File: config.mk
export PLATFORM = sky130hd
export DESIGN_NAME = lfsr_rng_multi_flat
export DESIGN_NICKNAME = d
export VERILOG_FILES = /design/src/rtl/lfsr_rng_if.sv /design/src/rtl/lfsr_rng_multi.sv /design/src/flat_wrapper.sv
export SDC_FILE = /design/constraint.sdc
export NUM_CORES = 1
export LEC_CHECK = 0
export CORE_ASPECT_RATIO = 1.75
export CORE_MARGIN = 1.5
export CORE_UTILIZATION = 55
export DETAILED_ROUTE_END_ITERATION = 10
export PLACE_DENSITY = 0.82
export SYNTH_ARGS = -nofsm -noshare
export SYNTH_HDL_FRONTEND = slang
export SYNTH_SLANG_ARGS = --single-unit
File: constraint.sdc
create_clock -name clock -period 5.6 [get_ports clock]
set_input_delay 1.12 -clock clock [delete_from_list [all_inputs] [get_ports clock]]
set_output_delay 1.12 -clock clock [all_outputs]
set_load 0.05 [all_outputs]
File: src/rtl/lfsr_rng_if.sv
// lfsr_rng_if: request/seed/result bundle between a random-value consumer and lfsr_rng_multi.
interface lfsr_rng_if #(parameter int OUT_W = 32);
  logic              req;
  logic              seed_load;
  logic [3:0]        seed_lane;
  logic [31:0]       seed_data;
  logic              busy;
  logic              rand_valid;
  logic [OUT_W-1:0]  rand_out;
  logic              forced_zero;
  modport master(output req, seed_load, seed_lane, seed_data, input busy, rand_valid, rand_out, forced_zero);
  modport slave(input req, seed_load, seed_lane, seed_data, output busy, rand_valid, rand_out, forced_zero);
endinterface

File: src/rtl/lfsr_rng_multi.sv
// lfsr_rng_multi: LANES Fibonacci LFSRs form a signed sample; the most-negative code is redrawn.
// Optional LFSR_FREERUN_EN: lanes step every clock instead of only while generating.
module lfsr_rng_multi #(
  parameter int LANES     = 4,
  parameter int OUT_W     = 32,
  parameter int RETRY_MAX = 7
) (
  input logic       clock,
  input logic       reset,
  lfsr_rng_if.slave bus
);
  localparam logic [0:0] IDLE = 1'b0;
  localparam logic [0:0] GEN  = 1'b1;
  localparam logic [LANES-1:0] REJECT = {1'b1, {(LANES-1){1'b0}}};
  logic [0:0]       state;
  logic [3:0]       retry;
  logic [31:0]      lane [LANES];
  logic [31:0]      stepped [LANES];
  logic [LANES-1:0] cand;
  function automatic logic [31:0] default_seed(input int i);
    return 32'hACE1ACE1 ^ (32'(i) * 32'h9E3779B9);
  endfunction
  always_comb begin
    for (int i = 0; i < LANES; i++) begin
      stepped[i] = {lane[i][30:0], lane[i][31] ^ lane[i][21] ^ lane[i][1] ^ lane[i][0]};
      cand[i]    = stepped[i][0];
    end
  end
  always_ff @(posedge clock or posedge reset) begin
    if (reset) begin
      state           <= IDLE;
      retry           <= '0;
      bus.busy        <= 1'b0;
      bus.rand_valid  <= 1'b0;
      bus.rand_out    <= '0;
      bus.forced_zero <= 1'b0;
      for (int i = 0; i < LANES; i++) lane[i] <= default_seed(i);
    end else if (state == IDLE) begin
      bus.rand_valid <= 1'b0;
`ifdef LFSR_FREERUN_EN
      for (int i = 0; i < LANES; i++) lane[i] <= stepped[i];
`else
`endif
      // a zero seed would lock the LFSR at zero, so it selects the lane default instead
      for (int i = 0; i < LANES; i++)
        if (bus.seed_load && bus.seed_lane == 4'(i))
          lane[i] <= (bus.seed_data == '0) ? default_seed(i) : bus.seed_data;
      if (bus.req) begin
        state    <= GEN;
        bus.busy <= 1'b1;
        retry    <= '0;
      end
    end else begin
      for (int i = 0; i < LANES; i++) lane[i] <= stepped[i];
      if (cand != REJECT) begin
        bus.rand_out    <= OUT_W'($signed(cand));
        bus.rand_valid  <= 1'b1;
        bus.forced_zero <= 1'b0;
        bus.busy        <= 1'b0;
        state           <= IDLE;
      end else if (retry == 4'(RETRY_MAX - 1)) begin
        bus.rand_out    <= '0;
        bus.rand_valid  <= 1'b1;
        bus.forced_zero <= 1'b1;
        bus.busy        <= 1'b0;
        state           <= IDLE;
      end else begin
        retry <= retry + 4'd1;
      end
    end
  end
endmodule
File: src/flat_wrapper.sv
// flat-port wrapper written by rule: the top's interface ports become plain ports
module lfsr_rng_multi_flat 
#(
  parameter int LANES     = 4,
  parameter int OUT_W     = 32,
  parameter int RETRY_MAX = 7
)
  (clock, reset, bus_req, bus_seed_load, bus_seed_lane, bus_seed_data, bus_busy, bus_rand_valid, bus_rand_out, bus_forced_zero);
  lfsr_rng_if #(.OUT_W(OUT_W)) bus_i ();
  input logic clock;
  input logic reset;
  input wire logic [$bits(bus_i.req)-1:0] bus_req;
  input wire logic [$bits(bus_i.seed_load)-1:0] bus_seed_load;
  input wire logic [$bits(bus_i.seed_lane)-1:0] bus_seed_lane;
  input wire logic [$bits(bus_i.seed_data)-1:0] bus_seed_data;
  output wire logic [$bits(bus_i.busy)-1:0] bus_busy;
  output wire logic [$bits(bus_i.rand_valid)-1:0] bus_rand_valid;
  output wire logic [$bits(bus_i.rand_out)-1:0] bus_rand_out;
  output wire logic [$bits(bus_i.forced_zero)-1:0] bus_forced_zero;
  assign bus_i.req = bus_req;
  assign bus_i.seed_load = bus_seed_load;
  assign bus_i.seed_lane = bus_seed_lane;
  assign bus_i.seed_data = bus_seed_data;
  assign bus_busy = bus_i.busy;
  assign bus_rand_valid = bus_i.rand_valid;
  assign bus_rand_out = bus_i.rand_out;
  assign bus_forced_zero = bus_i.forced_zero;
  lfsr_rng_multi #(.LANES(LANES), .OUT_W(OUT_W), .RETRY_MAX(RETRY_MAX)) u_core (.clock(clock), .reset(reset), .bus(bus_i));
endmodule
==> impl_results.md <==
- Status: finished, final reports clean
- CTS Buffer Depth: 2
- Chip width: ~87 um
- Area leader, netlist: dfrtp_1
- GRT overflow: 0
- Flop-to-flop setup slack: 3.07 ns
- Psw: ~2100 uW
- RR Endpoint: u_core.lane[67]
- Max Fclk: approximately 280 MHz
- Antenna cell count: 0
- Root buf cell: clkbuf_16
- Min-Delay Endpoint: u_core.lane[118]
- Number of distinct library cells after synthesis: 44
- CP Launch Type: input port
- Largest net degree at the start of global routing: 134
- Top_reg_cell synth: dfrtp_1
- Seq/Total Area, Yosys: 0.5325
- Worst path slowest cell: nor4_1
- Number of global-route vias before repair: 5,688
- Total power: 5193 uW
- # fillers: 893
- Largest cells by area after synthesis: dfrtp_1 (28%), dfstp_2 (25%), mux2i_1 (9.5%), o21ai_0 (8.2%), nand2_1 (6.5%)
- Clk pwr share: 0.221
- Count of final setup violators: 0
- Final worst-path cycle share: 0.6383
- Fin area: 7981 sq um
- # rows: 53
- WHS: roughly 0.48 ns
- Final Skew: approximately 0.0046 ns
- Hpwl dp: 12,080 um
- Worst setup path category: in2reg
- Synth Net Count: just over 700
- Initial Util: 0.5608
- Core box area: between 10,000 and 15,000 sq um
- Final setup TNS: 0 ns
- Crit-path max cell delay: about 0.7 ns
- Setup crit end kind: flip-flop
- First-pass GRT wire length: 29,660 um
- Post-synth EDFFs: 0
- Reg2Reg Depth: 6
- Clock Sinks: 140
- CTS Buf Count: 17
- Sequential Power Share: 0.387
- Layout cells sized above 1: 0.1655
- Worst slew pin tran: 1.129 ns
- Footprint of the multi-input gates: 2748 sq um
- Drt initial violations: 661
- Yosys reg bits: 140
- Worst IR Drop VDD: 0.3067 mV
- Setup repair bufs after CTS: 0
- Internal power: 3069 uW
- DRC viols: 0
- Async SR Flop Fraction: 1.000
- Critical path, cell by cell: clkdlybuf4s50_1, nor4_1, nand4_1, o21ai_2, buf_4, nand2b_1, o21ba_2
- Yosys warnings: 0
- Port-buffer cells: 74
- Worst path arrival time: between 3 and 4 ns
- Final Hold Vio Count: 0
- Leakage power: 0.003277 uW
- Post-route ant nets: 0
- Synth cell count leaders: nand2_1 (117), o21ai_0 (110), dfrtp_1 (75), dfstp_2 (65), mux2i_1 (64)
- # H-tree levels: 4
- CTS tree: done
- Leading cell type by number of instances after synthesis: nand2_1
- Vias: 5,568
- Switching share of power: 0.4090
- CP startpoint: bus_seed_data[12]
- Top-area cell type share of the netlist area: 0.2788
- Drt first pass iters: 5
- Worst skew pair latency: 0.42 ns
- Pwr per Cell Area: 650.7 nW/um^2
- Placed cell areas: between 7000 and 8000 sq um
- Register area: 3588 sq um
- Area growth, synth to finish: 18.57%
- Nets: ~750
- Synth Area per Inst: 9.885 sq um
- GPL Wtd Cong: ~0.95
- Routed WL: 18,630 um
- Die area: 12,940 sq um
- Post-DR wirelength/cell: between 20 and 25 um
- Synthesized area: just under 7000 sq um
- Vias/cell: 6.256
- # IOs: 75
- CP max FO: 15
- Hold Buf Count CTS: 0
- Hold Crit Class: reg2reg
- Min-delay src: u_core.lane[118]
- Max-slew violations: 0
- Placed insts: approximately 860
- WHS Path Cells: 2
- CTS clock-pin slew for the worst setup and hold paths: roughly 0.060 ns
- Non-Filler Instances: 890
- RSZ-0062 raised after global routing: false
- Cells after synthesis: 681
- Combinational cell fraction of total power: 0.391
- Total track usage: 0.3080
- CP required: 5.96 ns
- Initial antenna violation count: 0
- Max_cap viols: 0
- Die Y: 149.4 um
- Slew margin rel.: 0.2443
- Post-CTS resize count: 0
- Reg2reg start: u_core.state
- Minimum clock period: 3.574 ns
## worst max-delay path: cells and delay by family
kind                   cells  cell delay (ns)
AOI/OAI and AO/OA          2             0.72
buffers and inverters      2             0.87
and+or+nand+nor            3             1.21
## flip-flops by register name, summed over array words and instances (netlist names)
| register | cells |
|---|---|
| u_core.bus.forced_zero | 1 |
| u_core.bus.rand_out | 4 |
| u_core.bus.busy | 1 |
| u_core.bus.rand_valid | 1 |
| u_core.lane | 128 |
| u_core.state | 1 |
| u_core.retry | 4 |
## power by group through the flow
stage               clock network, uW  logic [uW]  registers [uW]
floorplan                           0        1590            1890
global placement                    0        1920            1970
detailed placement                  0        1990            2000
CTS                              1150        2020            1990
global route                     1190        2190            2060
finish                           1150        2030            2010
## through the flow
step	utilization	setup WS (ns)
after global placement	0.6152	1.839
after global routing	0.6650	1.943
after detailed placement	0.6152	1.817
final	0.6650	2.026
after CTS	0.6650	2.175
after floorplan	-	0.8347
## cell families after synthesis
logic type | count (synthesis) | share of synthesized area
AND/OR/NAND/NOR | 188 | 0.1201
XOR/XNOR | 12 | 0.01561
AO/OA/AOI/OAI | 198 | 0.1701
multiplexers | 65 | 0.09740
adder cells (fa/ha/maj) | 2 | 0.003717
flip-flops | 140 | 0.5325
buffers and inverters | 76 | 0.06059
## layout by cell type (no fill, tap or decap), types with 2 or more instances in the layout
cell type / n
mux2i_1: 64
xnor2_1: 8
xor2_1: 4
nor2_1: 31
nand4_1: 2
clkbuf_16: 17
nand2_1: 117
nor3_1: 10
o21ai_0: 110
nand2b_1: 2
nand3b_1: 2
and3_1: 2
and2_1: 3
clkbuf_8: 3
ha_1: 2
o21ba_2: 7
o22ai_1: 19
clkdlybuf4s50_1: 74
dfrtp_1: 74
a2bb2oi_1: 8
o21a_1: 2
nor4_1: 8
inv_1: 4
a22o_1: 2
clkinv_2: 5
bufinv_16: 3
a21oi_1: 42
clkbuf_1: 4
nand3_1: 3
dfstp_2: 65
buf_4: 8
## per-layer routing
layer	GRT usage	up-vias	share of wire
met3	0.07028	80	0.072
met1	0.3470	2735	0.35
li1	-	2414	-
met5	0	-	0
met4	0.1831	0	0.051
met2	0.5246	339	0.53
## worst max path at each step
stage / to / slack [ns] / depth (start not counted)
2_1_floorplan: u_core.bus.busy / 0.83 / 1
6_report: u_core.lane[67] / 2.03 / 7
5_1_grt: u_core.lane[67] / 1.94 / 7
3_3_place_gp: u_core.lane[96] / 1.84 / 6
4_1_cts: u_core.lane[67] / 2.18 / 7
3_5_place_dp: u_core.lane[96] / 1.82 / 6
## cell type report
cell class	count	share of cell area
Clock buffer	24	0.06035
Clock inverter	8	0.01442
Inverter	5	0.002665
Multi-Input combinational cell	465	0.3443
Sequential cell	140	0.4496
Tap cell	165	0.02587
Timing Repair Buffer	83	0.1028
No activity file was read; power rests on OpenSTA's default activity.
